--- src/rtl/divmod_pkg.sv ---
// Shared types and limits for the iterative divide/modulo engine.
package divmod_pkg;
  localparam int STATE_W   = 2;
  localparam int WIDTH_MIN = 2;
  localparam int WIDTH_MAX = 32;

  typedef enum logic [STATE_W-1:0] {
    IDLE = 2'd0,
    CALC = 2'd1,
    FIX  = 2'd2
  } state_t;
endpackage

--- src/rtl/divmod_if.sv ---
// Request/result bundle of the divide/modulo engine.
interface divmod_if #(
  parameter int WIDTH = 8
);
  logic             start;
  logic [WIDTH-1:0] A;
  logic [WIDTH-1:0] B;
  logic             busy;
  logic             done;
  logic [WIDTH-1:0] Q;
  logic [WIDTH-1:0] R;
  logic             div_by_zero;
  logic             overflow;

  modport master (
    output start, A, B,
    input  busy, done, Q, R, div_by_zero, overflow
  );

  modport slave (
    input  start, A, B,
    output busy, done, Q, R, div_by_zero, overflow
  );
endinterface

--- src/rtl/seq_divmod.sv ---
// Restoring divider: one quotient bit per clock, quotient and
// remainder together, with divide-by-zero and overflow flags.
module seq_divmod
  import divmod_pkg::*;
#(
  parameter int WIDTH  = 8,
  parameter bit SIGNED = 1'b1
) (
  input  logic     clk,
  input  logic     rst_n,
  divmod_if.slave  bus
);
  localparam int CW = $clog2(WIDTH);
  localparam logic [WIDTH-1:0] MIN = {1'b1, {(WIDTH-1){1'b0}}};

  if (WIDTH < WIDTH_MIN || WIDTH > WIDTH_MAX) begin : g_bad_width
    $error("seq_divmod: WIDTH out of range");
  end

  state_t           state, state_nx;
  logic [CW-1:0]    cnt;
  logic [WIDTH-1:0] rem, quo, dvs;
  logic [WIDTH-1:0] q_r, r_r;
  logic             sign_a, sign_q;
  logic             dbz, ovf;
  logic             done_r, dbz_r, ovf_r;

  logic             accept, b_zero;
  logic             a_neg, b_neg;
  logic [WIDTH-1:0] a_mag, b_mag;
  logic [WIDTH:0]   rem_sh, diff;

  // The done cycle still blocks start even though state is IDLE.
  assign accept = bus.start && (state == IDLE) && !done_r;
  assign b_zero = (bus.B == '0);
  assign a_neg  = SIGNED && bus.A[WIDTH-1];
  assign b_neg  = SIGNED && bus.B[WIDTH-1];
  assign a_mag  = a_neg ? -bus.A : bus.A;
  assign b_mag  = b_neg ? -bus.B : bus.B;
  assign rem_sh = {rem, quo[WIDTH-1]};
  assign diff   = rem_sh - {1'b0, dvs};

  always_comb begin
    state_nx = state;
    unique case (state)
      IDLE:    if (accept) state_nx = b_zero ? FIX : CALC;
      CALC:    if (cnt == '0) state_nx = FIX;
      FIX:     state_nx = IDLE;
      default: state_nx = IDLE;
    endcase
  end

  always_ff @(posedge clk) begin
    if (!rst_n) state <= IDLE;
    else        state <= state_nx;
  end

  always_ff @(posedge clk) begin
    if (!rst_n) begin
      cnt    <= '0;
      rem    <= '0;
      quo    <= '0;
      dvs    <= '0;
      sign_a <= 1'b0;
      sign_q <= 1'b0;
      dbz    <= 1'b0;
      ovf    <= 1'b0;
      done_r <= 1'b0;
      dbz_r  <= 1'b0;
      ovf_r  <= 1'b0;
      q_r    <= '0;
      r_r    <= '0;
    end else begin
      done_r <= 1'b0;
      unique case (state)
        IDLE: if (accept) begin
          dbz    <= b_zero;
          ovf    <= SIGNED && (bus.A == MIN) && (bus.B == '1);
          sign_a <= a_neg;
          sign_q <= a_neg ^ b_neg;
          // On divide-by-zero quo just carries A through to R.
          quo    <= b_zero ? bus.A : a_mag;
          dvs    <= b_mag;
          rem    <= '0;
          cnt    <= CW'(WIDTH-1);
        end
        CALC: begin
          rem <= diff[WIDTH] ? rem_sh[WIDTH-1:0] : diff[WIDTH-1:0];
          quo <= {quo[WIDTH-2:0], ~diff[WIDTH]};
          cnt <= cnt - 1'b1;
        end
        FIX: begin
          done_r <= 1'b1;
          dbz_r  <= dbz;
          ovf_r  <= ovf;
          q_r    <= dbz ? '1 : (sign_q ? -quo : quo);
          r_r    <= dbz ? quo : (sign_a ? -rem : rem);
        end
        default: ;
      endcase
    end
  end

  assign bus.busy        = (state != IDLE);
  assign bus.done        = done_r;
  assign bus.Q           = q_r;
  assign bus.R           = r_r;
  assign bus.div_by_zero = dbz_r;
  assign bus.overflow    = ovf_r;
endmodule

--- src/flat_wrapper.sv ---
// flat-port wrapper written by rule: the top's interface ports become plain ports
module seq_divmod_flat import divmod_pkg::*;
#(
  parameter int WIDTH  = 8,
  parameter bit SIGNED = 1'b1
)
  (clk, rst_n, bus_start, bus_A, bus_B, bus_busy, bus_done, bus_Q, bus_R, bus_div_by_zero, bus_overflow);
  divmod_if #(.WIDTH(WIDTH)) bus_i ();
  input  logic clk;
  input  logic rst_n;
  input wire logic [$bits(bus_i.start)-1:0] bus_start;
  input wire logic [$bits(bus_i.A)-1:0] bus_A;
  input wire logic [$bits(bus_i.B)-1:0] bus_B;
  output wire logic [$bits(bus_i.busy)-1:0] bus_busy;
  output wire logic [$bits(bus_i.done)-1:0] bus_done;
  output wire logic [$bits(bus_i.Q)-1:0] bus_Q;
  output wire logic [$bits(bus_i.R)-1:0] bus_R;
  output wire logic [$bits(bus_i.div_by_zero)-1:0] bus_div_by_zero;
  output wire logic [$bits(bus_i.overflow)-1:0] bus_overflow;
  assign bus_i.start = bus_start;
  assign bus_i.A = bus_A;
  assign bus_i.B = bus_B;
  assign bus_busy = bus_i.busy;
  assign bus_done = bus_i.done;
  assign bus_Q = bus_i.Q;
  assign bus_R = bus_i.R;
  assign bus_div_by_zero = bus_i.div_by_zero;
  assign bus_overflow = bus_i.overflow;
  seq_divmod #(.WIDTH(WIDTH), .SIGNED(SIGNED)) u_core (.clk(clk), .rst_n(rst_n), .bus(bus_i));
endmodule
--- config.mk ---
export PLATFORM = sky130hd
export DESIGN_NAME = seq_divmod_flat
export DESIGN_NICKNAME = d
export VERILOG_FILES = /design/src/rtl/divmod_pkg.sv /design/src/rtl/divmod_if.sv /design/src/rtl/seq_divmod.sv /design/src/flat_wrapper.sv
export SDC_FILE = /design/constraint.sdc
export NUM_CORES = 1
export LEC_CHECK = 0
export ABC_AREA = 1
export BUFFER_PORTS_ARGS = -buffer_cell sky130_fd_sc_hd__buf_2
export CAP_MARGIN = 20
export CORE_MARGIN = 1
export CORE_UTILIZATION = 45
export CTS_CLUSTER_DIAMETER = 200
export DETAILED_ROUTE_END_ITERATION = 6
export SYNTH_ARGS = -nofsm -noshare
export SYNTH_HDL_FRONTEND = slang
export SYNTH_SLANG_ARGS = --single-unit
--- constraint.sdc ---
create_clock -name clk -period 2 [get_ports clk]
set_input_delay 0.2 -clock clk [delete_from_list [all_inputs] [get_ports clk]]
set_output_delay 0.2 -clock clk [all_outputs]
set_load 0.01 [all_outputs]
== After elaboration in Yosys (flattened, before gate mapping) ==
Index checks and enable logic that the tools add are counted.

* Register bits after elaboration: 52
* Word-level logic and storage cells: 59

* Add/subtract/negate cells: 6
* Equality and inequality tests: 6
* Muxes and demuxes: 19
* Bitwise logic cells: 2
* Reduce and logical (&&, ||, !) cells: 12

{| class="wikitable"
|+ Operator list
! operator !! count
|-
| $mux W8 || 10
|-
| $neg A8 Y8 || 4
|-
| $pmux W8 S2 || 2
|-
| $eq A8 B8 Y1 const B || 2
|-
| $sub A9 B8 Y9 || 1
|-
| $logic_not A8 Y1 || 1
|-
| $mux W2 || 3
|-
| $pmux W3 S2 || 1
|-
| $reduce_and A2 Y1 || 3
|-
| $ne A2 B1 Y1 const B || 2
|-
| $pmux W2 S2 || 1
|-
| $reduce_bool A2 Y1 || 2
|-
| $logic_and A1 B1 Y1 || 3
|-
| $logic_not A3 Y1 || 1
|-
| $mux W3 || 1
|-
| $sub A3 B1 Y3 const B || 1
|-
| $eq A2 B1 Y1 const B || 1
|-
| $eq A2 B2 Y1 const B || 1
|-
| $logic_not A2 Y1 || 1
|-
| $logic_not A1 Y1 || 1
|-
| $mux W1 || 1
|-
| $not A1 Y1 || 1
|-
| $xor A1 B1 Y1 || 1
|}

== Longest topological paths before layout ==
Gate-level depths: netlist of run 1.

* Depth after elaboration: 5
* Gate-level depth with buffers: 13
* Gate-level depth less buffers: 13

== Worst setup path before layout of run 1 ==
Ideal clock, no wire load.

* Path type: reg-to-reg
* Start: register u_core.quo[7]
* End: register u_core.rem[7]
* Arrival: 1.680 ns
* Slack: 0.189 ns
* Cell stages (with the launch flop): 14
* Path buffers: 0
* Cell sequence: dfxtp_1 > inv_1 > ha_1 > fa_1 > inv_1 > nand2_1 > nand2_1 > nand3_2 > nand2_2 > nand2_4 > nand2_4 > nand2_1 > nand3_2 > a21oi_2

* Word-level cells in the longest chain between the ends: 3

{| class="wikitable"
|+ RTL lines
! element !! line !! RTL
|-
| start, declared || seq_divmod.sv:22 || <nowiki>logic [WIDTH-1:0] rem, quo, dvs;</nowiki>
|-
| start signal, assigned || seq_divmod.sv:82 || <nowiki>quo <= b_zero ? bus.A : a_mag;</nowiki>
|-
| start signal, assigned || seq_divmod.sv:89 || <nowiki>quo <= {quo[WIDTH-2:0], ~diff[WIDTH]};</nowiki>
|-
| $sub A9 B8 Y9 || seq_divmod.sv:41 || <nowiki>assign diff = rem_sh - {1'b0, dvs};</nowiki>
|-
| $mux W8 || seq_divmod.sv:88 || <nowiki>rem <= diff[WIDTH] ? rem_sh[WIDTH-1:0] : diff[WIDTH-1:0];</nowiki>
|-
| $pmux W8 S2 || seq_divmod.sv:75 || <nowiki>unique case (state)</nowiki>
|-
| end signal, assigned || seq_divmod.sv:88 ||
|-
| end, declared || seq_divmod.sv:22 ||
|}

Every way passes these cells.
A chain may end at the register's enable or synchronous reset.

== Worst setup path in the final report of run 1 ==
* Start: register u_core.quo[7]
* End: register u_core.rem[1]

The elaborated chain is that of the path after synthesis.

==> out/metrics.cfg, run 1 <==
[outcome]
status=completed

[pwr]
switching_share_pct=41.7
total_power_mw=3.26
power_frac_comb_pct=43.0
cellPowerDensity_nw_per_um2=877
seqPwrFrac_pct=37.5
clkPwrFrac_pct=19.5
p_leak_nw=1.82
peakVddDrop_uv=345
intPower_mw=1.90
p_sw_mw=1.36

[yosys]
syn_area_per_cell_um2=6.82
async_flop_share_pct=0
synth_edf_count=0
netlist-cell-type-count=43
synth_largest_area_cell=dfxtp_1
yosys_warnings=0
synth_top_area_share_pct=31.3
yosysMostFrequentCell=nand2_1
syn-instance-count=488
yosys-top-cells-area=dfxtp_1 (31%), nand2_1 (12%), inv_1 (9.2%)
ys_ff_latch=52
yosysSeqAreaShare_pct=31.3
synth_top_cells_by_count=nand2_1 (109), inv_1 (82), dfxtp_1 (52)
synthFlopType=dfxtp_1
synth_nets=523
netlist_area_um2=3330

[setup_path]
arrival_ns=2.01
crit_family=simple AND/OR/NAND/NOR gates
cp_slowest_stage_delay_ns=0.37
end_kind=flop
worst-path-buf-inv=2
crit_slowest_cell=fa_2
crit_type=flop to flop
start_kind=flop
path_cells=inv_1, ha_2, fa_2, inv_1, nand2_1, nand2_2, nand3_4, nand2_2, nand2_4, nand2_8, nand2_1, nand3_1, a21oi_1
path_max_fanout=9
crit_required_ns=2.18

[cells_and_area]
area_delta_synth_final_pct=11.6
antenna-diode-count=0
final_util_pct=53.2
drive_above_1_share_pct=15.1
fin_nets=558

[grt]
antenna_found_initial=0
use_met1_pct=30.8
grt_pass1_wl_um=13300
grt_pass1_vias=2861
grt_remaining_overflow=0
grt-busiest-layer=met2
use_met3_pct=3.20
track_usage_pct=22.1
grt_start_max_net_pins=29
grt_use_met2_pct=35.5

[drt]
drt_first_pass_iters=4
drc=0
routedWlPerCell_um=12.6
avgViaCountPerCell=5.09
dr.first_iter.drc_count=128
vias=3157
antenna_left=0
totalWireLength_um=7840

[floorplan]
rows=30
dieArea_um2=7750
die_h_um=88.0
io_pins=39
die_w_um=88.0
start_util_pct=47.7
core_um2=6980

[timing]
fmax_mhz=546
finalHoldViolations=0
slew_violations=0
finClkSkew_ns=0.0108
fin_crit_sh_pct=91.5
max-slew-margin-rel_pct=64.6
whs_ns=0.174
tns_ns=0
rsz0062_at_grt=no
fin_crit_ns=1.83
finalSetupViolCount=0
worstMarginPinSlew_ns=0.531

[clock_tree]
clk_pin_slew_ns=0.10
clk_latency_ns=0.31
numCtsBuffers=5
cts_tree=built
postCtsSetupBuffers=0
clk_path_buf_depth=2
hold_buffers=0
cts.sinks=52
htreeDepth=2
cts_resized=0
cts_root_buf=clkbuf_8

[min_path]
worstHoldPathType=input pin to flop

[placed_design]
dp_hpwl_um=6120
port_buffers=38
place_congestion=0.830

[flow_run]
drv_cap=0

layout make-up:
type	instances	area, um^2
Clock buffer	5	68.8
Clock inverter	3	27.5
Fill cell	775	3260
Inverter	88	335
Multi-Input combinational cell	334	1900
Sequential cell	52	1040
Tap cell	96	120
Timing Repair Buffer	42	220
cell usage in the layout (no fill, tap or decap), types with 3 or more instances in the layout:
cell type  instances
clkbuf_8           5
nor2_1            27
nand4_1            5
nand2_1          108
nor3_1             6
a31oi_1            4
inv_2              5
nand3b_1           3
o22ai_1            6
buf_4              4
o21ai_0           30
ha_1              14
dfxtp_1           52
o211ai_1           4
o221ai_1           7
a21oi_1           39
xor2_1            12
buf_2             38
nand2_2            4
inv_1             82
nand3_1           39
kinds of logic (layout without fill, tap and decap cells):
family,after synthesis,count (layout),synth area share [%]
AO/OA/AOI/OAI,98,98,17.2
XOR/XNOR,13,13,3.42
adder cells (fa/ha/maj),16,16,6.24
buffers and inverters,102,138,12.3
flip-flops,52,52,31.3
AND/OR/NAND/NOR,207,207,29.7
sequential cells by signal (all words and copies together) (netlist names):
| register | count |
|---|---|
| u_core.ovf | 1 |
| u_core.sign_a | 1 |
| u_core.sign_q | 1 |
| u_core.bus.div_by_zero | 1 |
| u_core.bus.R | 8 |
| u_core.quo | 8 |
| u_core.cnt | 3 |
| u_core.state | 2 |
| u_core.bus.overflow | 1 |
| u_core.bus.done | 1 |
| u_core.dbz | 1 |
| u_core.bus.Q | 8 |
| u_core.rem | 8 |
| u_core.dvs | 8 |
path summary, 6_finish.rpt:
check	to	slack [ns]	cells after the start	startpoint
setup / recovery	u_core.rem[1]	0.17	13	u_core.quo[7]
hold / removal	u_core.dvs[3]	0.17	3	rst_n
setup reg to reg	u_core.rem[1]	0.17	13	u_core.quo[7]
hold reg to reg	u_core.bus.R[7]	0.47	2	u_core.bus.R[7]
stage by stage:
stage               instance area (um^2)  setup WS [ns]  cells
floorplan                           3330          0.189    488
global placement                    3600          0.103    612
detailed placement                  3600         0.0633    612
CTS                                 3690         0.0623    620
global route                        3720         0.0104    620
finish                              3720          0.170    620
worst register-to-register path: stages, from the launching register on:
cell and delay, ns:
dfxtp_1 0.32, inv_1 0.05, ha_2 0.18, fa_2 0.37
inv_1 0.06, nand2_1 0.05, nand2_2 0.10, nand3_4 0.10
nand2_2 0.09, nand2_4 0.10, nand2_8 0.11, nand2_1 0.06
nand3_1 0.07, a21oi_1 0.06
power by group through the flow:
stage | Sequential, mW | Combinational (mW) | Clock [mW]
after global routing | 1.24 | 1.60 | 0.693
after CTS | 1.22 | 1.36 | 0.662
after global placement | 1.24 | 1.33 | 0
final | 1.22 | 1.40 | 0.636
after floorplan | 1.23 | 1.08 | 0
after detailed placement | 1.24 | 1.35 | 0
metal layers:
metal	share of wire, %	vias up
met5	0	-
met2	45	65
li1	-	1654
met3	3.6	10
met4	1.3	0
met1	50	1428
No activity file was read; power rests on OpenSTA's default activity.
==> run 2, diff against run 1 <==
--- a/config.mk
+++ b/config.mk
@@ -8,6 +8,7 @@
 export ABC_AREA = 1
 export BUFFER_PORTS_ARGS = -buffer_cell sky130_fd_sc_hd__buf_2
 export CAP_MARGIN = 20
+export CORE_ASPECT_RATIO = 0.9
 export CORE_MARGIN = 1
 export CORE_UTILIZATION = 45
 export CTS_CLUSTER_DIAMETER = 200
==> run 2 against run 1 <==
Compared with the run above:
- clock skew is 0.0062 ns lower
- worst hold slack better by 0.017 ns
- via count is 0.25% lower
- sequential share of layout area is 0.12 points higher
- sequential power hardly changed
- highest routed layer unchanged
- first-iteration DRC count is 7.0% higher
- final cell count is 0.48% lower
- largest cell class unchanged
==> out/metrics.cfg, run 2 (same netlist as run 1, synthesis figures left out) <==
[min_path]
holdCritStartpoint=bus_B[0]  ; was rst_n
worstHoldPathType=input pin to flop  ; unchanged

[placed_design]
place_congestion=0.819  ; was 0.830
port_buffers=38  ; unchanged
dp_hpwl_um=5970  ; was 6120 um
dp_cells=609  ; was 612

[clock_tree]
clk_latency_ns=0.30  ; was 0.31 ns
clk_pin_slew_ns=0.09  ; was 0.10 ns
numCtsBuffers=5  ; unchanged
htreeDepth=2  ; unchanged
cts_tree=built  ; unchanged
cts_root_buf=clkbuf_8  ; unchanged
cts.sinks=52  ; unchanged
clk_path_buf_depth=2  ; unchanged

[drt]
met1Wirelength_um=3980  ; was 3940 um
dr.first_iter.drc_count=137  ; was 128
wl_met3_um=211  ; was 285 um
antenna_left=0  ; unchanged
top_layer=met4  ; unchanged
wl_met2_um=3480  ; was 3510 um
totalWireLength_um=7720  ; was 7840 um
routedWlPerCell_um=12.5  ; was 12.6 um
vias=3149  ; was 3157
drc=0  ; unchanged
avgViaCountPerCell=5.10  ; was 5.09
drt_first_pass_iters=4  ; unchanged

[cells_and_area]
area_delta_synth_final_pct=11.2  ; was 11.6%
stdcell_count=617  ; was 620
drive_above_1_share_pct=14.7  ; was 15.1%
fin_nets=558  ; unchanged
final_util_pct=52.0  ; was 53.2%
antenna-diode-count=0  ; unchanged
layout_commonest_cell=nand2_1  ; unchanged
most-common-layout-cells=nand2_1 (108), inv_1 (82), dfxtp_1 (52), nand3_1 (39), a21oi_1 (39)  ; unchanged

[floorplan]
dieArea_um2=7750  ; about the same
start_util_pct=46.8  ; was 47.7%
die_w_um=92.7  ; was 88.0 um
io_pins=39  ; unchanged
rows=29  ; was 30
die_h_um=83.6  ; was 88.0 um
core_um2=7110  ; was 6980 um^2

[pwr]
p_sw_mw=1.31  ; was 1.36 mW
clkPwrFrac_pct=19.7  ; was 19.5%
intPower_mw=1.92  ; was 1.90 mW
power_frac_comb_pct=42.4  ; was 43.0%
p_leak_nw=1.81  ; was 1.82 nW
total_power_mw=3.23  ; was 3.26 mW
seqPwrFrac_pct=37.9  ; was 37.5%
switching_share_pct=40.6  ; was 41.7%
peakVddDrop_uv=416  ; was 345 uV
cellPowerDensity_nw_per_um2=872  ; was 877 nW/um^2

[flow_run]
drv_cap=0  ; unchanged

[setup_path]
crit_type=flop to flop  ; unchanged
path_max_fanout=9  ; unchanged
arrival_ns=2.04  ; was 2.01 ns
end_kind=flop  ; unchanged
start_kind=flop  ; unchanged
crit_start=u_core.quo[7]  ; unchanged
rr_startpoint=u_core.quo[7]  ; unchanged
crit_required_ns=2.18  ; about the same

[grt]
grt_start_max_net_pins=29  ; unchanged
antenna_found_initial=0  ; unchanged
track_usage_pct=20.6  ; was 22.1%
grt_pass1_wl_um=13000  ; was 13300 um
grt_remaining_overflow=0  ; unchanged
grt_pass1_vias=2901  ; was 2861

[timing]
finClkSkew_ns=0.00456  ; was 0.0108 ns
whs_ns=0.191  ; was 0.174 ns
slew_violations=0  ; unchanged
worstMarginPinSlew_ns=0.516  ; was 0.531 ns
fin_crit_sh_pct=93.3  ; was 91.5%
finalSetupViolCount=0  ; unchanged
tns_ns=0  ; unchanged
fin_crit_ns=1.87  ; was 1.83 ns
max-slew-margin-rel_pct=65.6  ; was 64.6%
finalHoldViolations=0  ; unchanged
fmax_mhz=536  ; was 546 MHz

[outcome]
status=completed  ; unchanged

==> run 2: cell count changes in the layout (fill, tap and decap cells not counted) <==
cell,change
nand3_4,-1
ha_1,+1
clkbuf_1,+1
ha_2,-1
clkinv_4,-1
nand3_2,+1
clkbuf_8,+1
inv_8,-1
==> run 2: final cells by class <==
cell class                 count  area, um^2
clock buffer                   7        86.3
inverter                      88         335
multi-input combinational    334        1890
sequential                    52        1040
clock inverter                 1        7.51
tap                           93         116
fill                         787        3410
timing repair buffer          42         220
==> run 2: per-layer routing <==
layer  global-route usage [%]  up-vias
li1                         -     1656
met3                     3.01        4
met2                     33.7       47
met1                     29.1     1442
met4                     3.78        0
met5                        0        -
==> run 2: what timing repair did <==
item / in CTS / in global routing
hold buffers: 0 / 0
setup buffers: 0 / 0
resized for setup: 0 / 3
endpoints found under the setup margin: 0 / 8
hold endpoints to repair: 0 / 0
==> run 2: path summary, 6_finish.rpt <==
check	cells after the start	end	slack [ns]
worst max register to register	13	u_core.rem[3]	0.13
worst max-delay path	13	u_core.rem[3]	0.13
worst min register to register	2	u_core.bus.R[5]	0.47
worst min-delay path	3	u_core.dvs[0]	0.19
==> run 2: metrics by stage <==
stage	cell area (um^2)	setup slack (ns)
6_report	3700	0.134
5_1_grt	3700	-0.00262
3_5_place_dp	3590	0.0588
4_1_cts	3690	0.0554
2_1_floorplan	3330	0.189
3_3_place_gp	3590	0.0978
==> run 2: worst max-delay path, cell delays in order (launching register included) <==
cell and delay (ns):
dfxtp_1 0.32, inv_1 0.05, ha_1 0.20, fa_2 0.35
inv_1 0.06, nand2_1 0.06, nand2_2 0.09, nand3_2 0.12
nand2_2 0.11, nand2_4 0.10, nand2_8 0.11, nand2_1 0.06
nand3_1 0.06, a21oi_1 0.06
==> run 2: power by group through the flow <==
stage / clock network, mW / registers [mW] / logic [mW]
after global routing: 0.689 / 1.24 / 1.57
after global placement: 0 / 1.24 / 1.33
final: 0.635 / 1.22 / 1.37
after detailed placement: 0 / 1.25 / 1.34
after CTS: 0.651 / 1.22 / 1.34
after floorplan: 0 / 1.23 / 1.08
==> run 3, diff against run 2 <==
--- a/config.mk
+++ b/config.mk
@@ -5,7 +5,7 @@
 export SDC_FILE = /design/constraint.sdc
 export NUM_CORES = 1
 export LEC_CHECK = 0
-export ABC_AREA = 1
+export ABC_AREA = 0
 export BUFFER_PORTS_ARGS = -buffer_cell sky130_fd_sc_hd__buf_2
 export CAP_MARGIN = 20
 export CORE_ASPECT_RATIO = 0.9
==> run 3 against run 2 <==
Compared with the run above:
- the run now ends with setup timing left
- global-route usage grew 0.67 points
- fmax is 13% lower
- highest routed layer unchanged
- critical path depth fell by 3
- setup slack got worse by 0.28 ns
- design area fell by 1.3%
- combinational power decreased by 32%
- first-iteration DRC count increased by 0.73%
- routed wire length shrank 8.3%
- clock-buffer cell count is 1 lower
==> out/metrics.cfg, run 3 <==
[setup_path]
crit_slowest_cell=dfxtp_2  ; was fa_2
path_cells=inv_2, ha_4, fa_2, nor2b_4, o31a_1, nand3b_1, a221oi_2, buf_6, mux2i_1, a22o_1  ; was inv_1, ha_1, fa_2, inv_1, nand2_1, nand2_2, nand3_2, nand2_2, nand2_4, nand2_8, nand2_1, nand3_1, a21oi_1
crit_required_ns=2.25  ; was 2.18 ns
arrival_ns=2.39  ; was 2.04 ns
cp_slowest_stage_delay_ns=0.33  ; was 0.35 ns
crit_cells=10  ; was 13
end_kind=flop  ; unchanged
ff2ff_path_depth=10  ; was 13
start_kind=flop  ; unchanged
path_max_fanout=6  ; was 9
crit_type=flop to flop  ; unchanged
worst-path-buf-inv=2  ; unchanged
crit_family=compound AO/OA/AOI/OAI gates  ; was simple AND/OR/NAND/NOR gates

[grt]
grt_pass1_vias=2466  ; was 2901
grt_remaining_overflow=0  ; unchanged
antenna_found_initial=0  ; unchanged
track_usage_pct=21.3  ; was 20.6%
grt_pass1_wl_um=11700  ; was 13000 um
grt_start_max_net_pins=36  ; was 29

[cells_and_area]
layout_commonest_cell=dfxtp_1  ; was nand2_1
area_delta_synth_final_pct=19.9  ; was 11.2%
fin_nets=473  ; was 558
antenna-diode-count=0  ; unchanged
most-common-layout-cells=dfxtp_1 (49), nand2_1 (44), nor2_1 (42), buf_2 (38), buf_4 (34)  ; was nand2_1 (108), inv_1 (82), dfxtp_1 (52), nand3_1 (39), a21oi_1 (39)
final_util_pct=55.8  ; was 52.0%
drive_above_1_share_pct=22.6  ; was 14.7%

[drt]
drt_first_pass_iters=4  ; unchanged
routedWlPerCell_um=13.4  ; was 12.5 um
antenna_left=0  ; unchanged
dr.first_iter.drc_count=138  ; was 137
vias=2742  ; was 3149
totalWireLength_um=7080  ; was 7720 um
drc=0  ; unchanged
avgViaCountPerCell=5.19  ; was 5.10

[min_path]
min_path_cells=3  ; unchanged
worstHoldPathType=input pin to flop  ; unchanged

[yosys]
synth_largest_area_cell=dfxtp_1  ; unchanged
yosys_warnings=0  ; unchanged
netlist_area_um2=3050  ; was 3330 um^2
syn_area_per_cell_um2=8.09  ; was 6.82 um^2
ys_ff_latch=52  ; unchanged
synth_edf_count=0  ; unchanged
synth_nets=412  ; was 523
synth_top_area_share_pct=34.1  ; was 31.3%
yosysSeqAreaShare_pct=34.1  ; was 31.3%
yosys-top-cells-area=dfxtp_1 (34%), ha_1 (6.2%), nand2_1 (5.4%)  ; was dfxtp_1 (31%), nand2_1 (12%), inv_1 (9.2%)
synth_top_cells_by_count=dfxtp_1 (52), nand2_1 (44), nor2_1 (42)  ; was nand2_1 (109), inv_1 (82), dfxtp_1 (52)
async_flop_share_pct=0  ; unchanged
syn-instance-count=377  ; was 488
synthFlopType=dfxtp_1  ; unchanged
yosysMostFrequentCell=dfxtp_1  ; was nand2_1
netlist-cell-type-count=54  ; was 43

[timing]
finalSetupViolCount=9  ; was 0
fin_crit_sh_pct=107  ; was 93.3%
fmax_mhz=467  ; was 536 MHz
finClkSkew_ns=0.00384  ; was 0.00456 ns
tns_ns=-1.10  ; was 0 ns
fin_crit_ns=2.14  ; was 1.87 ns
rsz0062_at_grt=yes
fin_ws_ns=-0.141  ; was 0.134 ns
slew_violations=0  ; unchanged
worstMarginPinSlew_ns=0.705  ; was 0.516 ns
finalHoldViolations=0  ; unchanged
max-slew-margin-rel_pct=51.8  ; was 65.6%

[clock_tree]
clk_pin_slew_ns=0.08  ; was 0.09 ns
numCtsBuffers=5  ; unchanged
cts.sinks=52  ; unchanged
cts_root_buf=clkbuf_8  ; unchanged
clk_latency_ns=0.30  ; about the same
htreeDepth=2  ; unchanged
clk_path_buf_depth=2  ; unchanged
cts_tree=built  ; unchanged
hold_buffers=0  ; unchanged

[pwr]
p_sw_mw=0.869  ; was 1.31 mW
power_frac_comb_pct=34.8  ; was 42.4%
seqPwrFrac_pct=43.9  ; was 37.9%
switching_share_pct=32.5  ; was 40.6%
intPower_mw=1.80  ; was 1.92 mW
cellPowerDensity_nw_per_um2=731  ; was 872 nW/um^2
clkPwrFrac_pct=21.2  ; was 19.7%
peakVddDrop_uv=261  ; was 416 uV
p_leak_nw=1.55  ; was 1.81 nW

[floorplan]
die_h_um=80.1  ; was 83.6 um
core_um2=6550  ; was 7110 um^2
die_w_um=88.8  ; was 92.7 um
dieArea_um2=7110  ; was 7750 um^2
io_pins=39  ; unchanged
rows=28  ; was 29
start_util_pct=46.5  ; was 46.8%

[placed_design]
dp_hpwl_um=5480  ; was 5970 um
port_buffers=38  ; unchanged
place_congestion=0.838  ; was 0.819

[outcome]
violations=setup timing
status=finished with violations  ; was completed

[flow_run]
drv_cap=0  ; unchanged

==> run 3: cell type report <==
cell class | instances | area (um^2)
Inverter | 22 | 82.6
Multi-Input combinational cell | 282 | 1850
Timing Repair Buffer | 75 | 488
Fill cell | 682 | 2900
Clock buffer | 6 | 72.6
Tap cell | 90 | 113
Clock inverter | 1 | 5.00
Sequential cell | 52 | 1040
==> run 3: worst paths after layout <==
kind	startpoint	endpoint	slack, ns
hold reg to reg	u_core.bus.R[7]	u_core.bus.R[7]	0.45
setup reg to reg	u_core.quo[7]	u_core.rem[0]	-0.14
hold / removal	bus_A[0]	u_core.quo[0]	0.20
setup / recovery	u_core.quo[7]	u_core.rem[0]	-0.14
==> run 3: cells by family after synthesis <==
| family | synth area share, % |
|---|---|
| and+or+nand+nor | 20.9 |
| AOI/OAI and AO/OA | 20.7 |
| DFF | 34.1 |
| buffers and inverters | 6.32 |
| adders and majority gates | 6.81 |
| muxes | 3.65 |
| xor gates and xnor gates | 7.47 |
==> run 3: worst register-to-register path, delay by kind of cell (launching register included) <==
kind	cells	cell delay, ns
AOI/OAI and AO/OA	3	0.73
and+or+nand+nor	2	0.24
adders and majority gates	2	0.35
buffers and inverters	2	0.25
DFF	1	0.33
muxes	1	0.19
==> run 3: stage by stage <==
stage          hold slack (ns)  instances  instance area (um^2)  setup slack [ns]  total power [mW]
2_1_floorplan            0.336        377                  3080           -0.0924              1.82
3_3_place_gp             0.443        518                  3540            -0.109              2.05
3_5_place_dp             0.444        518                  3540            -0.194              2.07
4_1_cts                  0.194        526                  3640            -0.140              2.67
5_1_grt                  0.202        528                  3650            -0.257              2.84
6_report                 0.205        528                  3650            -0.141              2.67
==> run 3: power by group through the flow <==
stage          Sequential, mW  Clock (mW)  Combinational, mW
2_1_floorplan            1.18           0              0.634
3_3_place_gp             1.19           0              0.853
3_5_place_dp             1.20           0              0.869
4_1_cts                  1.17       0.586              0.908
5_1_grt                  1.19       0.617               1.04
6_report                 1.17       0.567              0.931
==> run 3: metal layers <==
metal | part of all wire, % | global-route usage (%)
met5 | 0 | 0
met4 | 1.0 | 7.26
met3 | 4.9 | 3.39
met2 | 44 | 32.6
met1 | 50 | 30.2
==> run 3: timing repair <==
item	4_1_cts	5_1_grt
endpoints found under the hold margin	0	0
gates cloned	1	0
setup endpoints to repair	9	9
gates resized for setup	5	1
setup buffers	0	2
pin swaps	3	3
